File: src/rtl/chunk_sum_pkg.sv
// chunk_sum_pkg: declarations shared by the chunk_sum block.
//   state_t     - controller states (IDLE, RUN, DONE)
//   calc_n      - number of chunks N = width / chunk
//   calc_idx_w  - width of the chunk index register, $clog2(N) with a minimum of 1
package chunk_sum_pkg;

  typedef enum logic [1:0] {
    ST_IDLE = 2'd0,
    ST_RUN  = 2'd1,
    ST_DONE = 2'd2
  } state_t;

  function automatic int calc_n(input int width, input int chunk);
    return width / chunk;
  endfunction

  function automatic int calc_idx_w(input int width, input int chunk);
    int n;
    n = width / chunk;
    return (n <= 1) ? 1 : $clog2(n);
  endfunction

endpackage

File: src/rtl/chunk_sum_adder.sv
// chunk_adder: combinational CHUNK-bit ripple-carry adder built from 1-bit
// full-adder cells.
//   a, b      - chunk operands
//   cin       - carry into bit 0
//   sum       - chunk sum
//   cout      - carry out of the top bit
//   c_msb_in  - carry into the top bit (feeds the signed-overflow flag)
module chunk_adder #(
  parameter int CHUNK = 4
) (
  input  logic [CHUNK-1:0] a,
  input  logic [CHUNK-1:0] b,
  input  logic             cin,
  output logic [CHUNK-1:0] sum,
  output logic             cout,
  output logic             c_msb_in
);

  logic [CHUNK:0] c;

  assign c[0] = cin;

  for (genvar i = 0; i < CHUNK; i++) begin : g_fa
    assign sum[i]   = a[i] ^ b[i] ^ c[i];
    assign c[i + 1] = (a[i] & b[i]) | (c[i] & (a[i] ^ b[i]));
  end

  assign cout     = c[CHUNK];
  assign c_msb_in = c[CHUNK-1];

endmodule

File: src/rtl/chunk_sum.sv
// chunk_sum: multi-cycle WIDTH-bit adder/subtractor that processes CHUNK bits
// per clock, LSB chunk first, holding the inter-chunk carry in a register.
//   in_clk    - clock, rising edge
//   in_rst    - synchronous active-high reset
//   in_start  - request, accepted in IDLE or DONE, ignored in RUN
//   in_a/in_b - operands, latched when start is accepted
//   in_cy     - carry-in, latched when start is accepted
//   in_sub    - 0: A+B+cy, 1: A+~B+cy (use in_cy=1 for A-B)
//   out_busy  - high while chunks are being processed
//   out_done  - one-cycle pulse when a result is presented
//   out_s     - registered result
//   out_cy    - carry out of the MSB (in subtract mode 1 = no borrow)
//   out_ovf   - signed overflow
// Latency from accepted start to out_done is N+1 cycles, N = WIDTH/CHUNK.
module chunk_sum
  import chunk_sum_pkg::*;
#(
  parameter int WIDTH = 8,
  parameter int CHUNK = 4
) (
  input  logic             in_clk,
  input  logic             in_rst,
  input  logic             in_start,
  input  logic [WIDTH-1:0] in_a,
  input  logic [WIDTH-1:0] in_b,
  input  logic             in_cy,
  input  logic             in_sub,
  output logic             out_busy,
  output logic             out_done,
  output logic [WIDTH-1:0] out_s,
  output logic             out_cy,
  output logic             out_ovf
);

  localparam int N     = calc_n(WIDTH, CHUNK);
  localparam int IDX_W = calc_idx_w(WIDTH, CHUNK);
  localparam logic [IDX_W-1:0] LAST_K = IDX_W'(N - 1);

  state_t             state;
  logic [IDX_W-1:0]   k;
  logic [WIDTH-1:0]   a_reg;
  logic [WIDTH-1:0]   b_reg;      // already inverted for subtraction
  logic               carry;
  logic [WIDTH-1:0]   shadow;     // partial result, filled chunk by chunk

  logic [CHUNK-1:0]   a_chunk;
  logic [CHUNK-1:0]   b_chunk;
  logic [CHUNK-1:0]   sum_chunk;
  logic               chunk_cout;
  logic               chunk_c_msb;
  logic [WIDTH-1:0]   s_merged;

  assign a_chunk = a_reg[k*CHUNK +: CHUNK];
  assign b_chunk = b_reg[k*CHUNK +: CHUNK];

  chunk_adder #(.CHUNK(CHUNK)) u_adder (
    .a        (a_chunk),
    .b        (b_chunk),
    .cin      (carry),
    .sum      (sum_chunk),
    .cout     (chunk_cout),
    .c_msb_in (chunk_c_msb)
  );

  // Shadow result with the current chunk patched in, so the final chunk can
  // be presented on out_s in the same edge that enters DONE.
  // NOTE: the default assignment first keeps this block free of inferred latches.
  always_comb begin
    s_merged = shadow;
    s_merged[k*CHUNK +: CHUNK] = sum_chunk;
  end

  // NOTE: state uses non-blocking assignments only; reset is sampled on the
  // clock edge, so every register here (including the operand copies) clears
  // synchronously.
  always_ff @(posedge in_clk) begin
    if (in_rst) begin
      state    <= ST_IDLE;
      k        <= '0;
      a_reg    <= '0;
      b_reg    <= '0;
      carry    <= 1'b0;
      shadow   <= '0;
      out_busy <= 1'b0;
      out_done <= 1'b0;
      out_s    <= '0;
      out_cy   <= 1'b0;
      out_ovf  <= 1'b0;
    end else begin
      out_done <= 1'b0;
      case (state)
        ST_IDLE, ST_DONE: begin
          if (in_start) begin
            a_reg    <= in_a;
            b_reg    <= in_sub ? ~in_b : in_b;
            carry    <= in_cy;
            k        <= '0;
            state    <= ST_RUN;
            out_busy <= 1'b1;
          end else begin
            state <= ST_IDLE;
          end
        end
        ST_RUN: begin
          shadow <= s_merged;
          carry  <= chunk_cout;
          if (k == LAST_K) begin
            // Last chunk: its top-bit carries are those of bit WIDTH-1.
            k        <= '0;
            state    <= ST_DONE;
            out_busy <= 1'b0;
            out_done <= 1'b1;
            out_s    <= s_merged;
            out_cy   <= chunk_cout;
            out_ovf  <= chunk_c_msb ^ chunk_cout;
          end else begin
            k <= k + 1'b1;
          end
        end
        default: begin
          state    <= ST_IDLE;
          out_busy <= 1'b0;
        end
      endcase
    end
  end

endmodule

File: config.mk
export PLATFORM = sky130hd
export DESIGN_NAME = chunk_sum
export DESIGN_NICKNAME = d
export VERILOG_FILES = /design/src/rtl/chunk_sum_pkg.sv /design/src/rtl/chunk_sum_adder.sv /design/src/rtl/chunk_sum.sv
export SDC_FILE = /design/constraint.sdc
export NUM_CORES = 1
export LEC_CHECK = 0
export ABC_AREA = 0
export BUFFER_PORTS_ARGS = -buffer_cell sky130_fd_sc_hd__buf_2
export CAP_MARGIN = 25
export CORE_ASPECT_RATIO = 1.2
export CORE_UTILIZATION = 56
export DETAILED_ROUTE_END_ITERATION = 16
export PLACE_DENSITY = 0.9
export SYNTH_ARGS = -nofsm -noshare
export SYNTH_HDL_FRONTEND = slang
export SYNTH_SLANG_ARGS = --single-unit
export TNS_END_PERCENT = 5
File: constraint.sdc
create_clock -name in_clk -period 7.4 [get_ports in_clk]
set_clock_uncertainty 0.05 [all_clocks]
set_input_delay 1.48 -clock in_clk [delete_from_list [all_inputs] [get_ports in_clk]]
set_output_delay 1.48 -clock in_clk [all_outputs]
set_load 0.005 [all_outputs]
### After elaboration in Yosys (flattened, before gate mapping)

Cells that the tools add are included.
W data, S select, Z words.

* word-level logic and storage cells: 66
* flip-flop bits (word level): 40
* output and inout bits: 12
* bits of input ports: 21

* muxes and demuxes: 14
* reductions and logical operators: 8
* add/sub/neg operators: 2
* equal/unequal tests: 4
* bitwise operators: 23
* shifts and indexed selects: 4

Operator list (count)
* $neg A3 Y34: 1
* $shift A4 B34 Y8 const A: 1
* $shiftx A4 B34 Y8: 1
* $shiftx A8 B4 Y4: 2
* $xor A1 B1 Y1: 9
* $and A1 B1 Y1: 8
* $bwmux W8: 1
* $mux W8: 1
* $not A8 Y8: 1
* $reduce_and A2 Y1: 4
* $mux W1: 7
* $pmux W1 S2: 3
* $ne A2 B2 Y1 const B: 2
* $or A1 B1 Y1: 4
* $pmux W2 S2: 1
* $reduce_or A2 Y1: 2
* $eq A2 B1 Y1 const B: 1
* $eq A2 B2 Y1 const B: 1
* $logic_not A2 Y1: 1
* $mux W2: 1
* $reduce_bool A2 Y1: 1
* $add A1 B1 Y1 const B: 1
* $not A1 Y1: 1

### Logic depth before layout (Yosys ltp)

* word-level depth: 11
* depth in mapped cells: 10
* depth with buffers taken out: 9

### Cells and area by module

From an unflattened synthesis, not the netlist that was laid out.

* cells, all modules: 156
* area total of the unflattened synthesis: 1647.8 µm²

Modules (own cells, without submodules)
* chunk_sum: sequential area each 720.7 µm², cells each 144, times used 1, area each 1537.7 µm²
* chunk_adder: sequential area each 0.0 µm², cells each 12, times used 1, area each 110.1 µm²

### Worst setup path before layout

Ideal clock, no wire load.

* kind: register to register
* start: reg k
* end: reg shadow[3]
* required time: 7.264 ns
* setup slack: 4.696 ns
* buffers on the path: 1
* stages on the path, launching flop included: 10
* data arrival time: 2.568 ns
* clock period less this slack: 2.704 ns
* library setup time: 0.086 ns
* cell sequence: dfxtp_1 -> buf_6 -> mux2i_1 -> fa_1 -> inv_1 -> fa_1 -> fa_1 -> inv_1 -> fa_1 -> a211oi_1

* word-level cells in the longest chain between the ends: 11
* elaborated cells on any way between the ends: 23
* those cells by class: add/sub (1); shift (4); mux (1); bitwise (17)

Ends and longest elaborated chain
* start: declaration: line chunk_sum.sv:40 `logic [IDX_W-1:0] k;`
* start signal: assignment: line chunk_sum.sv:117 `k <= k + 1'b1;`
* $shiftx A8 B4 Y4 (on tied branches): line chunk_sum.sv:53, chunk_sum.sv:54
* $xor A1 B1 Y1: line chunk_sum_adder.sv:24, chunk_sum_adder.sv:25
* $and A1 B1 Y1: line chunk_sum_adder.sv:25 `assign c[i + 1] = (a[i] & b[i]) | (c[i] & (a[i] ^ b[i]));`
* $or A1 B1 Y1: line chunk_sum_adder.sv:25
* $and A1 B1 Y1: line chunk_sum_adder.sv:25
* $or A1 B1 Y1: line chunk_sum_adder.sv:25
* $and A1 B1 Y1: line chunk_sum_adder.sv:25
* $or A1 B1 Y1: line chunk_sum_adder.sv:25
* $xor A1 B1 Y1: line chunk_sum_adder.sv:24 `assign sum[i] = a[i] ^ b[i] ^ c[i];`
* $shiftx A4 B34 Y8: line chunk_sum.sv:70 `s_merged[k*CHUNK +: CHUNK] = sum_chunk;`
* $bwmux W8 *: line chunk_sum.sv:70
* end signal: assignment: line chunk_sum.sv:105 `shadow <= s_merged;`
* end: declaration: line chunk_sum.sv:44 `logic [WIDTH-1:0] shadow;`

Mark *: on every way between the ends. The rest lies on a longest branch, timed or not.
A chain may end at the register's enable or synchronous reset.

### Final worst setup path

Ends and elaborated chain as after synthesis.

==> flow_summary.yaml <==
run_status:
  status: "finished clean"
worst_setup_path:
  critPathLaunchType: "register"
  crit_chain: "mux2i_1, fa_1, inv_1, fa_1, fa_1, inv_1, fa_1, a211oi_1"
  critPathKind: "register to register"
  arrival_ps: 3300
  r2r_slack_ps: 4300
  crit_buf_inv: 2
  cp.required_ps: 7610
  cp-end-kind: "register"
  critPathMaxStageDelay_ps: 800
  r2r_end: "shadow[3]"
  crit_fanout: 13
  crit_family: "adder cells"
  crit_top_cell: "fa_1"
  r2r_cells: 8
  worstReg2RegStart: "k"
  cpMaxStageDelayCell: "dfxtp_1"
yosys:
  synth_ff_type: "dfxtp_1"
  syn_area_per_cell_um2: 10.4
  ys_warn_count: 0
  synth_cell_types: 28
  ys_seq_elements: 36
  synth-adder-area-share_pct: 5.29
  synth-compound-area-share_pct: 16.6
  synthSimpleGateAreaFrac_pct: 12.7
  synth.cell_area_mm2: 0.00151
  seq_area_frac_synth_pct: 47.6
  synth_top_family_by_area: "compound AO/OA/AOI/OAI gates"
  synth_fp_nets: 170
  synth_edf_count: 0
  synthXorXnorAreaFrac_pct: 5.21
  syn-instance-count: 145
  synth.area.mux_share_pct: 6.95
  ys_async_sr_fraction_pct: 0
power_and_ir_drop:
  power_frac_seq_pct: 56.4
  p_comb_share_pct: 15.3
  clkPwrFrac_pct: 28.3
  swShare_pct: 26.3
  fin_total_pwr_w: 0.000381
  p_sw_w: 0.000100
  p_leak_nw: 0.735
  vdd_drop_max_uv: 144
  p_int_w: 0.000280
  power.density_mw_per_mm2: 222
min_path:
  hold_start: "a_reg[3]"
  hold_depth: 2
  hold_path_class: "register to register"
  whs_endpoint: "a_reg[3]"
cts:
  cts_resized: 0
  cts_hold_buf: 0
  h-tree-depth: 2
  cts_tree: "yes"
  clkSlewWorstSetupHoldPaths_ps: 100
  cts_root_buf: "clkbuf_4"
  clkLatencyLatePin_ps: 340
  cts_sinks: 36
  clockBufferDepth: 2
  cts_made_buffers: 5
  cts_setup_buffers: 0
floorplan:
  start_util_pct: 59.3
  rows: 20
  die_h_um: 58.9
  io_pins: 33
  fp.dieArea_mm2: 0.00291
  coreArea_mm2: 0.00255
  die_w_um: 49.4
drt:
  ant_nets: 0
  routed_wl_um: 2750
  vias: 1087
  drt_iter0_drc: 37
  dr.pass1.iters: 4
  drc_errors: 0
  via_per_inst: 5.20
  wl_per_cell_um: 13.2
sta:
  period_share_pct: 41.9
  rsz0062_at_grt: "no"
  fmax_mhz: 323
  worstMarginPinSlew_ps: 724
  tns_ps: 0
  drv_slew: 0
  hold_violations: 0
  finalSetupViolCount: 0
  finalCriticalPeriod_ps: 3100
  slew-limit-headroom_pct: 51.7
layout:
  layout_common_cells: "dfxtp_1, buf_2, nand2_1, nor2_1, a211oi_1"
  regArea_um2: 721
  drive_above_1_share_pct: 27.8
  syn2layout_area_growth_pct: 13.6
  layout.nets: 200
  multi_input_area_um2: 708
  diodes: 0
  fillers: 218
  utilization_pct: 67.3
  final_common_cell: "dfxtp_1"
global_route:
  grt_pass1_wl_um: 4570
  grt_max_degree: 27
  antenna_found_initial: 0
  grt_overflow: 0
  grt.total_usage_pct: 21.7
  grt_pass1_vias: 1083
placed_design:
  dp_hpwl_um: 2110
  gp_congestion: 0.736
  port_buffers: 32
flow_run:
  maxCapViolCount: 0
[per-stage QoR]
step | setup slack (ps) | area, um^2 | cells | hold WS, ps
after floorplan | 4700 | 1510 | 145 | 383
after global placement | 4500 | 1660 | 201 | 395
after detailed placement | 4320 | 1660 | 201 | 408
after CTS | 4280 | 1720 | 209 | 421
after global routing | 4160 | 1720 | 209 | 436
final | 4300 | 1720 | 209 | 415
[per-layer routing]
layer	vias to the layer above	part of all wire, %	global-route usage [%]
met5	-	0	0
met4	0	1.9	13.5
met3	5	5.3	5.68
met2	36	51	39.5
met1	488	41	22.1
li1	558	-	-
[how the worst max path moves through the flow]
| stage | to | from | cells after the start |
|---|---|---|---|
| after global placement | shadow[3] | k | 8 |
| final | shadow[3] | k | 8 |
| after global routing | shadow[3] | k | 8 |
| after CTS | shadow[3] | k | 8 |
| after detailed placement | shadow[3] | k | 8 |
| after floorplan | shadow[3] | k | 9 |
[cell usage after synthesis, types with 2 or more instances]
master     count  area, um^2
a22o_1         7        61.3
mux2i_1        6        60.1
o2bb2ai_1      3        26.3
mux2_2         4        45.0
nand2b_1       2        12.5
buf_6          2        22.5
buf_2          4        20.0
nor2_1        14        52.6
a21oi_1       10        50.1
dfxtp_1       36         721
xnor2_1        9        78.8
inv_1          4        15.0
nand2_1       16        60.1
fa_1           4        80.1
a211oi_1      11        82.6
[final cells by class]
cell class | count | area share (%)
clock buffer | 8 | 3.42
inverter | 5 | 1.24
tap | 33 | 2.40
timing repair buffer | 33 | 9.76
sequential | 36 | 42.0
multi-input combinational | 94 | 41.2
[kinds of logic (layout without fill, tap and decap cells)]
| family | count (synthesis) | after routing |
|---|---|---|
| flops | 36 | 36 |
| xor+xnor | 9 | 9 |
| buf+inv | 15 | 46 |
| compound gates | 33 | 33 |
| fa+ha+maj | 4 | 4 |
| simple gates | 38 | 38 |
| mux | 10 | 10 |
[power by group through the flow]
stage | logic [W] | registers [W] | clock network [W]
after floorplan | 0.0000473 | 0.000216 | 0
after global placement | 0.0000550 | 0.000218 | 0
after detailed placement | 0.0000583 | 0.000219 | 0
after CTS | 0.0000589 | 0.000215 | 0.000110
after global routing | 0.0000646 | 0.000216 | 0.000116
final | 0.0000583 | 0.000215 | 0.000108
[worst reg2reg max path: cells and delay by family (launching register included)]
kind                       cells  cell delay (ps)
muxes                          1              350
buffers and inverters          2              140
AOI/OAI and AO/OA              1              220
DFF                            1              800
adders and majority gates      4             1470
No activity file was read; power rests on OpenSTA's default activity.
